[config.mk]
export PLATFORM = sky130hd
export DESIGN_NAME = irq_ctrl_flat
export DESIGN_NICKNAME = d
export VERILOG_FILES = /design/src/rtl/irq_ctrl_if.sv /design/src/rtl/irq_ctrl.sv /design/src/flat_wrapper.sv
export SDC_FILE = /design/constraint.sdc
export NUM_CORES = 1
export LEC_CHECK = 0
export CAP_MARGIN = 0
export CORE_MARGIN = 2
export CORE_UTILIZATION = 36
export DETAILED_ROUTE_END_ITERATION = 10
export GPL_TIMING_DRIVEN = 0
export PLACE_DENSITY_LB_ADDON = 0.05
export SLEW_MARGIN = 30
export SYNTH_ARGS = -nofsm -noshare
export SYNTH_HDL_FRONTEND = slang
export SYNTH_SLANG_ARGS = --single-unit
[constraint.sdc]
create_clock -name clk -period 3.55 [get_ports clk]
set_clock_uncertainty 0.15 [all_clocks]
set_input_delay 0.5325 -clock clk [delete_from_list [all_inputs] [get_ports clk]]
set_output_delay 0.5325 -clock clk [all_outputs]
set_load 0.005 [all_outputs]
[src/rtl/irq_ctrl_if.sv]
// Interrupt bus between device lines / core trap logic and irq_ctrl.
// master = devices + core (drive requests, ack, mret), slave = the controller.
interface irq_ctrl_if #(
    parameter int N = 16
);
    logic [N-1:0] int_req_i;
    logic [N-1:0] mie_i;
    logic         int_ack_i;
    logic         int_rst_i;
    logic         int_o;
    logic [31:0]  mcause_o;
    logic [N-1:0] int_fin_o;

    // int_req_i is a level held until int_fin_o; int_ack_i and int_rst_i are
    // single-cycle pulses; int_o stays high until acked or withdrawn.
    modport master (
        output int_req_i, mie_i, int_ack_i, int_rst_i,
        input  int_o, mcause_o, int_fin_o
    );

    modport slave (
        input  int_req_i, mie_i, int_ack_i, int_rst_i,
        output int_o, mcause_o, int_fin_o
    );
endinterface

[src/rtl/irq_ctrl.sv]
// Interrupt controller: masks level requests, presents one to the core, pulses int_fin on mret.
// Define IRQ_CTRL_ROUND_ROBIN_EN for rotating priority; default is fixed lowest-index-first.
module irq_ctrl #(
    parameter int N          = 16,
    parameter int CAUSE_BASE = 16
) (
    input  logic         clk,
    input  logic         rstn,
    irq_ctrl_if.slave    bus,
    output logic [1:0]   dbg_state
);
    localparam int IDXW = (N > 1) ? $clog2(N) : 1;

    typedef enum logic [1:0] {
        IDLE = 2'd0,
        PEND = 2'd1,
        SERV = 2'd2,
        FIN  = 2'd3
    } state_t;

    state_t          state_q, state_d;
    logic [IDXW-1:0] sel_q, sel_d;
    logic            int_q, int_d;
    logic [31:0]     mcause_q, mcause_d;
    logic [N-1:0]    fin_q, fin_d;
    logic [N-1:0]    pend;
    logic [IDXW-1:0] win;

`ifdef IRQ_CTRL_ROUND_ROBIN_EN
    logic [IDXW-1:0] last_q, last_d;
`endif

    assign pend = bus.int_req_i & bus.mie_i;

    // Winner search; only meaningful when pend != 0.
    always_comb begin
        int   idx;
        logic found;
        win   = '0;
        found = 1'b0;
        idx   = 0;
        for (int k = 0; k < N; k++) begin
`ifdef IRQ_CTRL_ROUND_ROBIN_EN
            idx = (int'(last_q) + 1 + k) % N;
`else
            idx = k;
`endif
            if (!found && pend[IDXW'(idx)]) begin
                win   = IDXW'(idx);
                found = 1'b1;
            end
        end
    end

    always_comb begin
        state_d  = state_q;
        sel_d    = sel_q;
        int_d    = int_q;
        mcause_d = mcause_q;
        fin_d    = '0;
`ifdef IRQ_CTRL_ROUND_ROBIN_EN
        last_d   = last_q;
`endif
        case (state_q)
            IDLE: begin
                int_d = 1'b0;
                if (pend != '0) begin
                    sel_d    = win;
                    mcause_d = {1'b1, 31'(CAUSE_BASE + int'(win))};
                    int_d    = 1'b1;
                    state_d  = PEND;
                end
            end
            PEND: begin
                // Ack wins over a withdrawal seen in the same cycle.
                if (bus.int_ack_i) begin
                    int_d   = 1'b0;
                    state_d = SERV;
                end else if (!pend[sel_q]) begin
                    int_d   = 1'b0;
                    state_d = IDLE;
                end
            end
            SERV: begin
                int_d = 1'b0;
                if (bus.int_rst_i) begin
                    fin_d[sel_q] = 1'b1;
                    state_d      = FIN;
                end
            end
            FIN: begin
                int_d   = 1'b0;
                state_d = IDLE;
`ifdef IRQ_CTRL_ROUND_ROBIN_EN
                last_d  = sel_q;
`endif
            end
            default: begin
                int_d   = 1'b0;
                state_d = IDLE;
            end
        endcase
    end

    always_ff @(posedge clk or negedge rstn) begin
        if (!rstn) begin
            state_q  <= IDLE;
            sel_q    <= '0;
            int_q    <= 1'b0;
            mcause_q <= '0;
            fin_q    <= '0;
`ifdef IRQ_CTRL_ROUND_ROBIN_EN
            last_q   <= IDXW'(N - 1);
`endif
        end else begin
            state_q  <= state_d;
            sel_q    <= sel_d;
            int_q    <= int_d;
            mcause_q <= mcause_d;
            fin_q    <= fin_d;
`ifdef IRQ_CTRL_ROUND_ROBIN_EN
            last_q   <= last_d;
`endif
        end
    end

    assign bus.int_o     = int_q;
    assign bus.mcause_o  = mcause_q;
    assign bus.int_fin_o = fin_q;
    assign dbg_state     = state_q;
endmodule

[src/flat_wrapper.sv]
// flat-port wrapper written by rule: the top's interface ports become plain ports
module irq_ctrl_flat 
#(
    parameter int N          = 16,
    parameter int CAUSE_BASE = 16
)
  (clk, rstn, dbg_state, bus_int_req_i, bus_mie_i, bus_int_ack_i, bus_int_rst_i, bus_int_o, bus_mcause_o, bus_int_fin_o);
  irq_ctrl_if #(.N(N)) bus_i ();
  input  logic clk;
  input  logic rstn;
  output logic [1:0] dbg_state;
  input wire logic [$bits(bus_i.int_req_i)-1:0] bus_int_req_i;
  input wire logic [$bits(bus_i.mie_i)-1:0] bus_mie_i;
  input wire logic [$bits(bus_i.int_ack_i)-1:0] bus_int_ack_i;
  input wire logic [$bits(bus_i.int_rst_i)-1:0] bus_int_rst_i;
  output wire logic [$bits(bus_i.int_o)-1:0] bus_int_o;
  output wire logic [$bits(bus_i.mcause_o)-1:0] bus_mcause_o;
  output wire logic [$bits(bus_i.int_fin_o)-1:0] bus_int_fin_o;
  assign bus_i.int_req_i = bus_int_req_i;
  assign bus_i.mie_i = bus_mie_i;
  assign bus_i.int_ack_i = bus_int_ack_i;
  assign bus_i.int_rst_i = bus_int_rst_i;
  assign bus_int_o = bus_i.int_o;
  assign bus_mcause_o = bus_i.mcause_o;
  assign bus_int_fin_o = bus_i.int_fin_o;
  irq_ctrl #(.N(N), .CAUSE_BASE(CAUSE_BASE)) u_core (.clk(clk), .rstn(rstn), .bus(bus_i), .dbg_state(dbg_state));
endmodule
# Word level (Yosys, flattened, before mapping)
# Cells that the tools add are included.
[op_classes] reduce_logical=20 magnitude_cmp=2 bitwise=1 mux=29 n_addsub=1 n_eq_ne=6
[op_table] operator="$mux 16" n=2
[op_table] operator="$mux 4" n=6
[op_table] operator="$and 16x16->16" n=1
[op_table] operator="$reduce_bool 16->1" n=1
[op_table] operator="$mux 1" n=13
[op_table] operator="$logic_and 1x1->1" n=8
[op_table] operator="$mux 2" n=4
[op_table] operator="$pmux 2 s4" n=1
[op_table] operator="$logic_not 1->1" n=7
[op_table] operator="$add 5x4->6 const A" n=1
[op_table] operator="$lt 4x5->1 const B" n=1
[op_table] operator="$bmux 1 s4" n=1
[op_table] operator="$demux 1 s4" n=1
[op_table] operator="$eq 2x2->1 const B" n=2
[op_table] operator="$ge 4x1->1 const B" n=1
[op_table] operator="$ne 3x3->1 const B" n=1
[op_table] operator="$pmux 1 s3" n=1
[op_table] operator="$reduce_and 3->1" n=1
[op_table] operator="$eq 2x1->1 const B" n=1
[op_table] operator="$logic_not 2->1" n=1
[op_table] operator="$ne 2x1->1 const B" n=1
[op_table] operator="$ne 2x2->1 const B" n=1
[op_table] operator="$reduce_and 2->1" n=1
[op_table] operator="$reduce_or 2->1" n=1
[word_totals] wordCells=64 out_inout_bits=51 input_bits=36 ff_bits=55

# Logic depth before layout (Yosys ltp)
[logic_depth] depth_word=24 mapped_depth=5

# Worst setup path after synthesis
# OpenSTA, ideal clock, no wires.
[synth_timing] path_kind="input -> register" startpoint="input port bus_int_req_i[6]" endpoint="register u_core.mcause_q[2] (netlist: u_core.bus.mcause_o[2])" path_stages=4 arrival_ns=1.573 required_time_ns=3.275 path_buffers=0 slack_ns=1.702 setup_time_ns=0.125 path_cell_list="a22oi_1 -> nand4_2 -> o31ai_4 -> mux2_4"
[synth_between] elab_chain_cells=7 elab_cells_between_ends=10 classes_between="add/sub: 1; mux: 3; bitwise: 1; reduce/logical: 5"
[synth_lines] element="from (decl)" line_no="flat_wrapper.sv:12" source="input wire logic [$bits(bus_i.int_req_i)-1:0] bus_int_req_i;"
[synth_lines] element="$and 16x16->16 *" line_no="irq_ctrl.sv:33" source="assign pend = bus.int_req_i & bus.mie_i;"
[synth_lines] element="$logic_and 1x1->1" line_no="irq_ctrl.sv:48" source="if (!found && pend[IDXW'(idx)]) begin"
[synth_lines] element="$mux 1" line_no="irq_ctrl.sv:48"
[synth_lines] element="$logic_not 1->1" line_no="irq_ctrl.sv:48"
[synth_lines] element="$logic_and 1x1->1" line_no="irq_ctrl.sv:48"
[synth_lines] element="$mux 4" line_no="irq_ctrl.sv:48"
[synth_lines] element="$add 5x4->6" line_no="irq_ctrl.sv:69" source="mcause_d = {1'b1, 31'(CAUSE_BASE + int'(win))};"
[synth_lines] element="to (signal assigned)" line_no="irq_ctrl.sv:119" source="mcause_q <= mcause_d;"
[synth_lines] element="to (decl)" line_no="irq_ctrl.sv:24" source="logic [31:0] mcause_q, mcause_d;"
# Mark *: on every way between the ends. The rest lies on a longest branch, timed or not.
# A chain may end at the register's enable or synchronous reset.

# Worst setup path after layout
[layout_timing] startpoint="input port bus_int_req_i[2]" endpoint="register u_core.mcause_q[2] (netlist: u_core.bus.mcause_o[2])"
[layout_between] elab_chain_cells=19 elab_cells_between_ends=26 classes_between="add/sub: 1; mux: 11; bitwise: 1; reduce/logical: 13"
[layout_lines] element="$and 16x16->16 *" line_no="irq_ctrl.sv:33"
[layout_lines] element="$logic_and 1x1->1" line_no="irq_ctrl.sv:48"
[layout_lines] element="$mux 1" line_no="irq_ctrl.sv:48"
[layout_lines] element="$logic_not 1->1" line_no="irq_ctrl.sv:48"
[layout_lines] element="$logic_and 1x1->1" line_no="irq_ctrl.sv:48"
[layout_lines] element="$mux 1" line_no="irq_ctrl.sv:48"
[layout_lines] element="$logic_not 1->1" line_no="irq_ctrl.sv:48"
[layout_lines] element="$logic_and 1x1->1" line_no="irq_ctrl.sv:48"
[layout_lines] element="[... 3 more ...]"
[layout_lines] element="$mux 1" line_no="irq_ctrl.sv:48"
[layout_lines] element="$logic_not 1->1" line_no="irq_ctrl.sv:48"
[layout_lines] element="$logic_and 1x1->1" line_no="irq_ctrl.sv:48"
[layout_lines] element="$mux 1" line_no="irq_ctrl.sv:48"
[layout_lines] element="$logic_not 1->1" line_no="irq_ctrl.sv:48"
[layout_lines] element="$logic_and 1x1->1" line_no="irq_ctrl.sv:48"
[layout_lines] element="$mux 4" line_no="irq_ctrl.sv:48"
[layout_lines] element="$add 5x4->6" line_no="irq_ctrl.sv:69"
# Marks and branches as above.

==> metrics.cfg <==
[worst_setup_path]
timing.rr.end = u_core.dbg_state[0]$_DFFE_PN0P_
crit_required_ps = 3560
end_kind = register
crit_type = in -> reg
critPathLaunch = bus_int_req_i[2]
r2r_setup_slack_ps = 1950
timing.rr.start = u_core.bus.mcause_o[1]$_DFFE_PN0P_
critPathMaxFanout = 5
rr_worst_depth = 5
arrival_ps = 2210
critPathLaunchType = input pin

[power_and_ir_drop]
power.total_mw = 0.6961
ir_drop_mv = 0.1376
powerDensity_mw_per_mm2 = 384.2
power.leakage_nw = 0.8799

[drt]
routed_via_density = 4.291
avgRoutedWirePerCell_um = 10.02
drc_errors = 0
drt_iter0_markers = 12
route.vias.total = 1047
postRouteAntennaNets = 0
routed_wl_um = 2444
drtPass1Iterations = 4

[placed_design]
gp_congestion = 0.8623
dp_hpwl_um = 2096
pre_cts_slack_ps = 1080
portBuffers = 51

[logic_synthesis]
ys_ff_latch = 15
syn_area_mm2 = 0.001106
synth_area_leaders = dfrtp_1 (34%), buf_4 (24%), a22oi_1 (3.4%)
synth_seq_area_share_pct = 33.94
synth.avg_cell_area_um2 = 9.066
synth_edf_count = 0
ys.flop_type = dfrtp_1
ys_warn_count = 0
synth_cell_types = 34
yosysTopAreaCell = dfrtp_1
syn_inst = 122
synth.top_cell.area_share_pct = 33.94
synthArstFlopShare_pct = 100.0

[sta]
max_freq_ghz = 0.4543
worstMarginPinSlew_ps = 668.9
period_needed_ps = 2201
fin_ws_ps = 1349
relSlewSlack_pct = 55.27
fin_crit_sh_pct = 62.01
finalHoldViolCount = 0
finalSetupTns_ps = 0
report.final.slew_viol_count = 0
setup_viol = 0
rsz0062_at_grt = false

[cts]
root_buffer = clkbuf_4
cts_htree_levels = 1
hold_buffers = 0
cts_buffers = 3
clockBufferDepth = 2
clk_transition_reported_paths_ps = 80
insertion_delay_ps = 270
cts_setup_buffers = 0
post_cts_resized = 0
cts.sinks = 15
cts_tree = done

[floorplanning]
dieArea_mm2 = 0.003532
fp.dieH_um = 59.43
start_util_pct = 37.14
dieWidth_um = 59.43
row_count = 20
core_mm2 = 0.002978
io-pin-count = 87

[global_routing]
overflow = 0
grt_max_degree = 16
grt_antenna_before_repair = 0
grt_pass1_wl_um = 3760
grt_use_total_pct = 13.88
grt_pass1_vias = 931

[final_layout]
final_nets = 248
drive_gt1_share_pct = 22.27
area_growth_pct = 63.80
fin_util_pct = 60.84
n_antenna_cell = 0

[worst_hold_path]
min_from = u_core.bus.mcause_o[4]$_DFFE_PN0P_
whs_endpoint = u_core.bus.mcause_o[4]$_DFFE_PN0P_
hold_depth = 1
min_path_type = reg -> reg

[run]
maxCapViolCount = 0

[outcome]
status = finished, final reports clean

cells by family after synthesis:
| family | Yosys count | synth area share (%) |
|---|---|---|
| AOI/OAI and AO/OA | 25 | 19.23 |
| and+or+nand+nor | 36 | 16.63 |
| buffers and inverters | 42 | 26.70 |
| muxes | 3 | 3.167 |
| DFF | 15 | 33.94 |
| other | 1 | 0.3390 |
cell usage after synthesis (all sizes together), types with 2 or more instances:
cell and instances:
mux2i 2, and2 2, nand4 3, inv 4, o211ai 2, nand2 10, a21oi 4, nor2 7
buf 38, o31ai 2, nand3 4, nor3 2, dfrtp 15, nand2b 4, a22oi 8
routing by layer:
layer	track usage (%)	vias to the layer above	wire [um]	share of wire, %
met2	24.96	53	1200	49
met5	0	-	0	0
met4	6.818	0	38	1.6
met1	15.97	455	996	41
met3	1.747	4	209	8.6
li1	-	535	-	-
sequential cells by signal, indices dropped and copies added (netlist names), named ones only:
| register | count |
|---|---|
| u_core.bus.int_fin_o | 8 |
| u_core.bus.int_o | 1 |
| u_core.bus.mcause_o | 4 |
| u_core.dbg_state | 1 |
critical path, cell delays in order:
cell and delay (ps):
clkdlybuf4s50_1 490, a22oi_2 290, nand4_2 180, o31ai_4 380
mux2_4 330
cells in the final DEF (no fill, tap or decap), drive strengths merged, types with 2 or more instances in the layout:
cell,synthesis,routed
o211ai,2,2
conb,1,35
inv,4,4
nor2,7,7
nor3,2,2
o31ai,2,2
nand2,10,10
and2,2,2
clkbuf,0,4
a21oi,4,4
nand4,3,3
clkdlybuf4s50,0,51
nand3,4,4
mux2i,2,2
buf,38,38
dfrtp,15,15
a22oi,8,8
nand2b,4,4
how the worst max path moves through the flow:
stage / end / slack [ps] / cells after the start
finish: u_core.bus.mcause_o[2]$_DFFE_PN0P_ / 1350 / 5
CTS: u_core.bus.mcause_o[2]$_DFFE_PN0P_ / 1380 / 5
global placement: u_core.bus.mcause_o[2]$_DFFE_PN0P_ / 1090 / 5
floorplan: u_core.bus.mcause_o[2]$_DFFE_PN0P_ / 1700 / 4
global route: u_core.bus.mcause_o[2]$_DFFE_PN0P_ / 1290 / 5
detailed placement: u_core.bus.mcause_o[2]$_DFFE_PN0P_ / 1080 / 5
stage by stage:
| step | area (um2) | hold WS [ps] | std cells |
|---|---|---|---|
| 5_1_grt | 1812 | 389.6 | 244 |
| 4_1_cts | 1812 | 354.7 | 244 |
| 2_1_floorplan | 1234 | 86.91 | 156 |
| 3_3_place_gp | 1785 | 323.7 | 240 |
| 3_5_place_dp | 1785 | 330.6 | 240 |
| 6_report | 1812 | 347.8 | 244 |
layout make-up:
cell class,count,area (um2)
fill,266,1166
inverter,4,15.01
clock buffer,4,26.28
sequential,15,375.4
timing repair buffer,51,510.5
tap,33,41.29
multi-input combinational,99,563.0
buffer,38,280.3
where the power goes:
group,total [mW],leakage [nW],switching [mW],internal [mW]
Sequential,0.243,0.195,0.0355,0.207
Clock,0.0922,0.0150,0.0487,0.0435
Combinational,0.361,0.670,0.156,0.205
Note: power is estimated with default switching activity, not from simulation.
